`src/rtl/branch_resolve.sv`:
```
// EX-stage branch/jump resolution: evaluates the branch condition, issues a registered
// one-cycle redirect, squashes the two younger pipeline slots, and keeps saturating statistics.
module branch_resolve #(
  parameter int CNT_W = 16
) (
  input  logic             clk,
  input  logic             rst,
  input  logic             stall_e,
  input  logic             valid_e,
  input  logic             branch_e,
  input  logic             jump_e,
  input  logic             jalr_e,
  input  logic [2:0]       funct3_e,
  input  logic             Z,
  input  logic             N,
  input  logic             V,
  input  logic             C,
  input  logic [31:0]      result_e,
  input  logic [31:0]      pc_e,
  input  logic [31:0]      imm_e,
  output logic             pc_src,
  output logic [31:0]      pc_target,
  output logic             flush_d,
  output logic             flush_e,
  output logic             illegal_br,
  output logic [CNT_W-1:0] taken_cnt,
  output logic [CNT_W-1:0] resolved_cnt
);

  localparam logic [1:0] IDLE = 2'd0;
  localparam logic [1:0] SQ1  = 2'd1;
  localparam logic [1:0] SQ2  = 2'd2;

  function automatic logic [CNT_W-1:0] sat_inc(input logic [CNT_W-1:0] val);
    return (&val) ? val : val + CNT_W'(1);
  endfunction

  function automatic logic br_cond(input logic [2:0] f3, input logic z, input logic n,
                                   input logic v, input logic c);
    logic res;
    case (f3)
      3'b000:  res = z;
      3'b001:  res = ~z;
      3'b100:  res = n ^ v;
      3'b101:  res = ~(n ^ v);
      3'b110:  res = ~c;
      3'b111:  res = c;
      default: res = 1'b0;
    endcase
    return res;
  endfunction

  function automatic logic br_reserved(input logic [2:0] f3);
    return (f3 == 3'b010) || (f3 == 3'b011);
  endfunction

  logic [1:0]       state_q, state_d;
  logic             pc_src_q, pc_src_d;
  logic [31:0]      pc_target_q, pc_target_d;
  logic             flush_d_q, flush_d_d;
  logic             flush_e_q, flush_e_d;
  logic             illegal_br_q, illegal_br_d;
  logic [CNT_W-1:0] taken_cnt_q, taken_cnt_d;
  logic [CNT_W-1:0] resolved_cnt_q, resolved_cnt_d;

  logic             eval;
  logic             taken;
  logic             illegal;
  logic signed [31:0] pc_s;
  logic signed [31:0] imm_s;
  logic [31:0]      rel_target;
  logic [31:0]      target;

  // Wrong-path instructions arriving during SQ1/SQ2 never reach eval.
  assign eval    = (state_q == IDLE) && valid_e && !stall_e && (branch_e || jump_e);
  assign taken   = jump_e || (branch_e && br_cond(funct3_e, Z, N, V, C));
  assign illegal = branch_e && !jump_e && br_reserved(funct3_e);

  assign pc_s       = signed'(pc_e);
  assign imm_s      = signed'(imm_e);
  assign rel_target = unsigned'(pc_s + imm_s);
  assign target     = (jump_e && jalr_e) ? (result_e & ~32'h1) : rel_target;

  always_comb begin
    state_d        = state_q;
    pc_src_d       = pc_src_q;
    pc_target_d    = pc_target_q;
    flush_d_d      = flush_d_q;
    flush_e_d      = flush_e_q;
    illegal_br_d   = illegal_br_q;
    taken_cnt_d    = taken_cnt_q;
    resolved_cnt_d = resolved_cnt_q;
    if (!stall_e) begin
      illegal_br_d = 1'b0;
      case (state_q)
        IDLE: begin
          pc_src_d  = 1'b0;
          flush_d_d = 1'b0;
          flush_e_d = 1'b0;
          if (eval) begin
            resolved_cnt_d = sat_inc(resolved_cnt_q);
            illegal_br_d   = illegal;
            if (taken) begin
              state_d     = SQ1;
              pc_src_d    = 1'b1;
              pc_target_d = target;
              flush_d_d   = 1'b1;
              flush_e_d   = 1'b1;
              taken_cnt_d = sat_inc(taken_cnt_q);
            end
          end
        end
        SQ1: begin
          state_d   = SQ2;
          pc_src_d  = 1'b0;
          flush_d_d = 1'b1;
          flush_e_d = 1'b1;
        end
        SQ2: begin
          state_d   = IDLE;
          pc_src_d  = 1'b0;
          flush_d_d = 1'b0;
          flush_e_d = 1'b0;
        end
        default: begin
          state_d   = IDLE;
          pc_src_d  = 1'b0;
          flush_d_d = 1'b0;
          flush_e_d = 1'b0;
        end
      endcase
    end
  end

  // Reset wins over stall and abandons any pending redirect.
  always_ff @(posedge clk) begin
    if (rst) begin
      state_q        <= IDLE;
      pc_src_q       <= 1'b0;
      pc_target_q    <= 32'h0;
      flush_d_q      <= 1'b0;
      flush_e_q      <= 1'b0;
      illegal_br_q   <= 1'b0;
      taken_cnt_q    <= '0;
      resolved_cnt_q <= '0;
    end else begin
      state_q        <= state_d;
      pc_src_q       <= pc_src_d;
      pc_target_q    <= pc_target_d;
      flush_d_q      <= flush_d_d;
      flush_e_q      <= flush_e_d;
      illegal_br_q   <= illegal_br_d;
      taken_cnt_q    <= taken_cnt_d;
      resolved_cnt_q <= resolved_cnt_d;
    end
  end

  assign pc_src       = pc_src_q;
  assign pc_target    = pc_target_q;
  assign flush_d      = flush_d_q;
  assign flush_e      = flush_e_q;
  assign illegal_br   = illegal_br_q;
  assign taken_cnt    = taken_cnt_q;
  assign resolved_cnt = resolved_cnt_q;

endmodule

```
`config.mk`:
```
export PLATFORM = sky130hd
export DESIGN_NAME = branch_resolve
export DESIGN_NICKNAME = d
export VERILOG_FILES = /design/src/rtl/branch_resolve.sv
export SDC_FILE = /design/constraint.sdc
export NUM_CORES = 1
export LEC_CHECK = 0
export CAP_MARGIN = 20
export CORE_MARGIN = 10
export CORE_UTILIZATION = 42
export DETAILED_ROUTE_END_ITERATION = 6
export PLACE_DENSITY = 0.78
export REMOVE_ABC_BUFFERS = 1
export SYNTH_ARGS = -nofsm -noshare
export SYNTH_HDL_FRONTEND = slang
export SYNTH_SLANG_ARGS = --single-unit
```
`constraint.sdc`:
```
create_clock -name clk -period 4.18 [get_ports clk]
set_clock_uncertainty 0.15 [all_clocks]
set_input_delay 0.836 -clock clk [delete_from_list [all_inputs] [get_ports clk]]
set_output_delay 0.836 -clock clk [all_outputs]
set_load 0.005 [all_outputs]
```
==> flow_summary.toml, run 1 <==
[placed_design]
post_dp_cell_area_mm2 = 0.00668
place_congestion = 0.873
dp_cells = 931
hpwl_um = 12700
pre_cts_ws_ns = -0.0632
io_buffers = 176

[yosys]
seq_area_frac_synth = 0.290
yosysUniqueCellTypes = 55
synth_largest_area_cell = "dfxtp_1"
synthTopCellsByCount = "87 x nor2_1, 82 x nand2_1, 69 x dfxtp_1"
ys_warn_count = 0
avgSynthCellArea_um2 = 7.50
synth_most_common_cell = "nor2_1"
async_flop_share = 0
synth_flop_cell = "dfxtp_1"
synth-seq-cells = 69
synth.top_cell.area_share = 0.290
synthTopCellsByArea = "dfxtp_1 29%, ha_1 8.7%, nor2_1 6.8%"
synth_cells = 636
syn-cell-area_mm2 = 0.00477
synth-edff-count = 0

[clock_network]
cts_root_buf = "clkbuf_16"
post-cts-setup-buffer-count = 0
htreeDepth = 3
clk_pin_slew_ns = 0.06
cts_resized = 0
clk_latency_ns = 0.33
cts_buffers = 9
ctsHoldBuffers = 0
clockBufferDepth = 2
cts_tree = "built"
clock-sinks = 69

[route]
ant_nets = 0
viasPerCell = 5.59
vias = 5295
drtIter0Drc = 384
drt-total-wl_um = 15900
drc = 0
routedWlPerCell_um = 16.8
firstDrtPassIters = 5

[setup_path]
max_stage_delay_ns = 0.43
cpMostUsedCell = "o21ai_0"
cp-start-kind = "input pin"
cp_top_family = "compound AO/OA/AOI/OAI gates"
path_max_fanout = 3
critPathKind = "input pin to register"
required_ns = 4.22
cp_slowest_cell = "fa_1"
crit_chain = "clkdlybuf4s50_1 > ha_1 > fa_1 > a211oi_2 > o21ai_0 > a21oi_1 > o21ai_0 > a31oi_1 > o21ai_0 > xnor2_1 > a2111oi_0"
cp.arrival_ns = 3.85
cp-end-kind = "register"
crit_buf_inv = 1

[layout]
seq_area_mm2 = 0.00138
diodes = 0
finalNonFillerCells = 947
multi_input_area_mm2 = 0.00321
final_nets = 946
drive_gt1_frac = 0.0471
fillers = 994
area_delta_synth_final_pct = 46.9
design_area_mm2 = 0.00701

[floorplan]
initial_core_util = 0.434
die_area_mm2 = 0.0160
core_mm2 = 0.0110
die_y_um = 127
die_w_um = 127
rows = 38
ioPinCount = 178

[timing]
fmax_mhz = 263
finalSetupTns_ns = 0
drv_slew = 0
slew_headroom = 0.284
setup_ws_ns = 0.372
tightest_slew_ns = 1.07
finalCritPeriodShare = 0.911
setup_viol = 0
whs_ns = 0.298
rsz0062_at_grt = "false"
hold_viol = 0
period_needed_ns = 3.81

[global_route]
antenna_found_initial = 0
grt_overflow_total = 0
grt_max_degree = 60
grt_pass1_vias = 5264
gr-usage-all-layers = 0.185
grt_pass1_wl_um = 25400

[power_and_ir_drop]
p_leak_nw = 2.59
p_per_area_mw_per_mm2 = 302
peakVddDrop_mv = 0.243

[flow_run]
maxCapViolCount = 0

[worst_hold_path]
hold_path.class = "register to register"

[outcome]
outcome = "complete, no violations"
## through the flow
stage | power, mW | util
6_report | 2.12 | 0.638
5_1_grt | 2.22 | 0.638
4_1_cts | 2.13 | 0.638
3_5_place_dp | 1.30 | 0.608
3_3_place_gp | 1.29 | 0.608
2_1_floorplan | 1.03 | -
## flip-flops by register name (all words and copies together), names as in the netlist
signal,flops
state_q,2
taken_cnt,16
flush_e,1
illegal_br,1
resolved_cnt,16
pc_target,32
pc_src,1
## cell usage in the layout (no fill, tap or decap), types with 12 or more instances in the layout
| cell | count |
|---|---|
| xnor2_1 | 34 |
| a21oi_1 | 54 |
| nand2_1 | 82 |
| dfxtp_1 | 69 |
| nor3_1 | 20 |
| a311oi_1 | 12 |
| o21ai_0 | 32 |
| nand4_1 | 16 |
| inv_1 | 12 |
| clkdlybuf4s50_1 | 175 |
| nor2_1 | 87 |
| buf_4 | 15 |
| ha_1 | 33 |
| nand3_1 | 22 |
| xor2_1 | 14 |
## final timing paths
check               start                to  slack, ns  cells past startpoint
min          pc_target[0]      pc_target[0]       0.30                      2
max reg2reg    state_q[1]  resolved_cnt[15]       1.56                      8
max               pc_e[0]     pc_target[26]       0.37                     11
min reg2reg  pc_target[0]      pc_target[0]       0.30                      2
## worst reg2reg max path: cells and delay by family, from the launching register on
family,cells,cell delay [ns]
simple gates,5,1.35
compound gates,2,0.49
flops,1,0.34
xor+xnor,1,0.16
## kinds of logic (layout without fill, tap and decap cells)
kind of cell	count (synthesis)	count (layout)	share of synthesized area
flops	69	69	0.290
xor+xnor	49	49	0.0929
simple gates	265	265	0.253
buf+inv	48	219	0.0404
compound gates	169	169	0.229
mux	2	2	0.00420
fa+ha+maj	34	34	0.0908
## power breakdown
group | internal (mW) | switching [mW] | leakage, nW
combinational | 0.304 | 0.287 | 1.87
sequential | 0.686 | 0.0175 | 0.560
clock | 0.541 | 0.281 | 0.160
## metal layers
metal	routed length, um	vias to the layer above	global-route usage
met4	488	0	0.0784
met5	0	-	0
li1	-	2625	-
met1	6730	2452	0.215
met3	857	30	0.0350
met2	7790	188	0.324
## area by class of cell
cell class              instances  area share
inverters                      12     0.00643
repair buffers                191       0.267
clock buffers                  11      0.0346
clock inverters                 5      0.0118
well taps                     140      0.0250
flip-flops and latches         69       0.197
multi-input cells             519       0.458
No activity file was read; power rests on OpenSTA's default activity.
==> inputs of run 2 (changes only) <==
SLEW_MARGIN = 25   (was default)
==> run 2 against run 1 <==
  * Clock power hardly changed
  * The flow now finishes with violations (design-rule violations)
  * Global-route usage stayed put
  * Total power is essentially flat
  * Sequential share of layout area is essentially flat
  * Register-to-register slack better by 0.02 ns
  * Critical path type unchanged
  * Die area did not move
  * Cell area hardly changed
  * Via count did not move
  * First-iteration DRC count did not move
  * Combinational power barely moved
  * Routed wire length is essentially flat
  * Largest cell class unchanged
==> flow_summary.toml, run 2 (synthesis results as in run 1) <==
[outcome]
outcome = "finished, violations left"
violations = "design-rule violations"

[clock_network]
cts_root_buf = "clkbuf_16"
clk_pin_slew_ns = 0.06
post-cts-setup-buffer-count = 0
clockBufferDepth = 2
clk_latency_ns = 0.33
cts_buffers = 9
cts_tree = "built"
htreeDepth = 3
clock-sinks = 69

[floorplan]
rows = 38
ioPinCount = 178
die_w_um = 127
core_mm2 = 0.0110
die_area_mm2 = 0.0160
initial_core_util = 0.434
die_y_um = 127

[placed_design]
place_congestion = 0.873
pre_cts_ws_ns = -0.0632
io_buffers = 176
dp_cells = 931
hpwl_um = 12700
post_dp_cell_area_mm2 = 0.00668

[setup_path]
cp.arrival_ns = 3.85
crit_buf_inv = 1
cpMostUsedCell = "o21ai_0"
path_max_fanout = 3
cp-end-kind = "register"
max_stage_delay_ns = 0.43
cp_slowest_cell = "fa_1"
crit_chain = "clkdlybuf4s50_1 > ha_1 > fa_1 > a211oi_2 > o21ai_0 > a21oi_1 > o21ai_0 > a31oi_1 > o21ai_0 > xnor2_1 > a2111oi_0"
critPathKind = "input pin to register"
cp_top_family = "compound AO/OA/AOI/OAI gates"
required_ns = 4.22
cp-start-kind = "input pin"

[power_and_ir_drop]
p_leak_nw = 2.59
total_power_mw = 2.12
p_per_area_mw_per_mm2 = 302
peakVddDrop_mv = 0.243

[timing]
finalCritPeriodShare = 0.911
drv_slew = 0
fmax_mhz = 263
period_needed_ns = 3.81
rsz0062_at_grt = "false"
setup_ws_ns = 0.371
slew_headroom = 0.562
hold_viol = 0
tightest_slew_ns = 0.651
setup_viol = 0

[route]
drtIter0Drc = 384
ant_nets = 0
drt-total-wl_um = 15900
drc = 3
viasPerCell = 5.59
vias = 5295
firstDrtPassIters = 7
routedWlPerCell_um = 16.8

[layout]
diodes = 0
final_nets = 946
postLayoutCoreUtil = 0.638
finalNonFillerCells = 947
mostFrequentLayoutCells = "175 x clkdlybuf4s50_1, 87 x nor2_1, 82 x nand2_1"
drive_gt1_frac = 0.0471
design_area_mm2 = 0.00701
mostFrequentLayoutCell = "clkdlybuf4s50_1"
largest_reg_flops = 32
area_delta_synth_final_pct = 47.0

[flow_run]
maxCapViolCount = 0

[global_route]
use_met2 = 0.324
grt_overflow_total = 0
met3_usage = 0.0350
grt_use_met1 = 0.215
antenna_found_initial = 0
grt_max_degree = 60
gr-usage-all-layers = 0.185
grt_pass1_vias = 5264
grt_busiest_layer = "met2"
grt_pass1_wl_um = 25400

[worst_hold_path]
hold_path.class = "register to register"
==> run 2: cell counts in the layout (fill, tap and decap cells not counted) <==
No cell type changed its count.
==> run 2: what timing repair did <==
item / 4_1_cts / 5_1_grt
hold buffers: 0 / 0
resized for setup: 0 / 1
setup endpoints to repair: 0 / 1
==> run 2: final timing paths <==
kind,startpoint,end,cells past startpoint,slack [ns]
setup / recovery,pc_e[0],pc_target[26],11,0.37
hold / removal,pc_target[0],pc_target[0],2,0.30
setup reg to reg,state_q[1],resolved_cnt[15],8,1.58
hold reg to reg,pc_target[0],pc_target[0],2,0.30
==> run 2: metrics by stage <==
| stage | hold slack [ns] | setup TNS, ns |
|---|---|---|
| 2_1_floorplan | 0.292 | -19.52 |
| 3_3_place_gp | 0.290 | 0 |
| 3_5_place_dp | 0.297 | -0.0632 |
| 4_1_cts | 0.302 | 0 |
| 5_1_grt | 0.320 | 0 |
| 6_report | 0.298 | 0 |
==> run 2: power breakdown <==
| group | switching, mW | internal (mW) |
|---|---|---|
| combinational | 0.286 | 0.304 |
| sequential | 0.0175 | 0.686 |
| clock | 0.281 | 0.541 |
==> run 2: metal layers <==
metal	part of all wire	routed length [um]	vias up
li1	-	-	2625
met1	0.42	6720	2452
met2	0.49	7790	188
met3	0.055	878	30
met4	0.031	488	0
met5	0	0	-
==> run 2: cell type report <==
class / count / area, um^2
Tap cell: 140 / 175
Clock inverter: 5 / 82.6
Inverter: 12 / 45.0
Sequential cell: 69 / 1380
Fill cell: 993 / 3970
Timing Repair Buffer: 191 / 1870
Multi-Input combinational cell: 519 / 3210
Clock buffer: 11 / 243
==> run 2: worst register-to-register path, cell delays in order, from the launching register on <==
cell and delay, ns:
dfxtp_1 0.34, nor4b_2 0.41, o21ai_0 0.22, a41oi_1 0.27
and3_1 0.21, nand4_1 0.35, nor3_1 0.33, xnor2_1 0.16
nor2_1 0.05
==> inputs of run 3 (changes only) <==
clock period = 4.8 ns   (was 4.18 ns; I/O delays follow)
==> run 3 against run 2 <==
  * The run now ends clean
  * Global-route usage grew 0.72 points
  * Total power shrank 16%
  * Core utilization shrank 0.83 points
  * Cell count shrank 0.74%
  * Critical endpoint unchanged
  * Largest cell class unchanged
  * Largest power group unchanged
==> flow_summary.toml, run 3 (synthesis results as in run 1) <==
[placed_design]
pre_cts_ws_ns = 0.324
place_congestion = 0.890
dp_cells = 924
hpwl_um = 12700
io_buffers = 176

[floorplan]
die_y_um = 127
initial_core_util = 0.434
ioPinCount = 178
die_w_um = 127
die_area_mm2 = 0.0160
rows = 38
core_mm2 = 0.0110

[timing]
hold_viol = 0
finalCritPeriodShare = 0.890
fmax_mhz = 234
setup_viol = 0
slew_headroom = 0.504
period_needed_ns = 4.27
rsz0062_at_grt = "false"
tightest_slew_ns = 0.734
finalSetupTns_ns = 0
drv_slew = 0
setup_ws_ns = 0.528

[route]
drt-total-wl_um = 16200
firstDrtPassIters = 5
viasPerCell = 5.65
routedWlPerCell_um = 17.2
drtIter0Drc = 526
wl_met3_um = 993
wl_met2_um = 8080
vias = 5313
drc = 0
wl_met1_um = 6660
top_layer_used = "met4"
ant_nets = 0

[setup_path]
cp-start-kind = "input pin"
cp_slowest_cell = "fa_1"
required_ns = 4.85
cpMostUsedCell = "o21ai_0"
reg2reg_slack_ns = 2.17
max_stage_delay_ns = 0.43
crit_chain = "clkdlybuf4s50_1 > ha_1 > fa_1 > a211oi_1 > o21ai_0 > a21oi_1 > o21ai_0 > a31oi_1 > o21ai_0 > xnor2_1 > a2111oi_0"
cp-end-kind = "register"
path_max_fanout = 3
cp.arrival_ns = 4.32
critPathKind = "input pin to register"

[clock_network]
cts_resized = 0
cts_root_buf = "clkbuf_16"
htreeDepth = 3
cts_buffers = 9
clk_latency_ns = 0.33
clk_pin_slew_ns = 0.05
clockBufferDepth = 2
ctsHoldBuffers = 0
clock-sinks = 69
cts_tree = "built"
post-cts-setup-buffer-count = 0

[layout]
drive_gt1_frac = 0.0363
finalNonFillerCells = 940
largest_reg_flops = 32
final_nets = 939
area_delta_synth_final_pct = 45.1
mostFrequentLayoutCells = "175 x clkdlybuf4s50_1, 87 x nor2_1, 82 x nand2_1"
diodes = 0
mostFrequentLayoutCell = "clkdlybuf4s50_1"
postLayoutCoreUtil = 0.630

[flow_run]
maxCapViolCount = 0

[global_route]
grt_pass1_vias = 5259
grt_pass1_wl_um = 26200
grt_overflow_total = 0
grt_max_degree = 49
antenna_found_initial = 0
gr-usage-all-layers = 0.192

[power_and_ir_drop]
p_per_area_mw_per_mm2 = 256
p_leak_nw = 2.54
peakVddDrop_mv = 0.177

[outcome]
outcome = "complete, no violations"

[worst_hold_path]
hold_path.class = "register to register"
==> run 3: cell count changes in the layout (fill, tap and decap cells not counted), sizes merged <==
cell and change:
clkbuf +1, buf -7, inv -1, clkinvlp +1, bufinv -1
==> run 3: per-stage QoR <==
step | instance area, um^2 | power (mW) | hold slack (ns)
floorplan | 4620 | 0.896 | 0.292
global placement | 6630 | 1.11 | 0.290
detailed placement | 6630 | 1.13 | 0.295
CTS | 6920 | 1.79 | 0.303
global route | 6920 | 1.87 | 0.321
finish | 6920 | 1.77 | 0.303
==> run 3: final cells by class <==
| cell class | instances | area [um^2] |
|---|---|---|
| clock buffers | 12 | 246 |
| flip-flops and latches | 69 | 1380 |
| well taps | 140 | 175 |
| repair buffers | 184 | 1820 |
| clock inverters | 4 | 47.5 |
| fillers | 989 | 4060 |
| multi-input cells | 519 | 3210 |
| inverters | 12 | 45.0 |
==> run 3: worst max-delay path: cells and delay by family <==
family,cells,cell delay (ns)
xor+xnor,1,0.15
fa+ha+maj,2,0.66
buf+inv,1,0.41
compound gates,7,2.15
==> run 3: where the power goes <==
group | switching [mW] | total [mW] | internal [mW] | leakage (nW)
sequential | 0.0150 | 0.612 | 0.597 | 0.560
combinational | 0.251 | 0.507 | 0.256 | 1.83
clock | 0.241 | 0.655 | 0.415 | 0.143
==> run 3: worst paths after layout <==
kind | start | endpoint | depth (start not counted)
max | pc_e[0] | pc_target[26] | 11
max reg2reg | state_q[1] | resolved_cnt[11] | 8
min reg2reg | pc_target[0] | pc_target[0] | 2
min | pc_target[0] | pc_target[0] | 2
==> run 3: routing by layer <==
| metal | vias to the layer above | track usage |
|---|---|---|
| met2 | 216 | 0.336 |
| met5 | - | 0 |
| li1 | 2612 | - |
| met3 | 30 | 0.0367 |
| met4 | 0 | 0.0770 |
| met1 | 2455 | 0.226 |
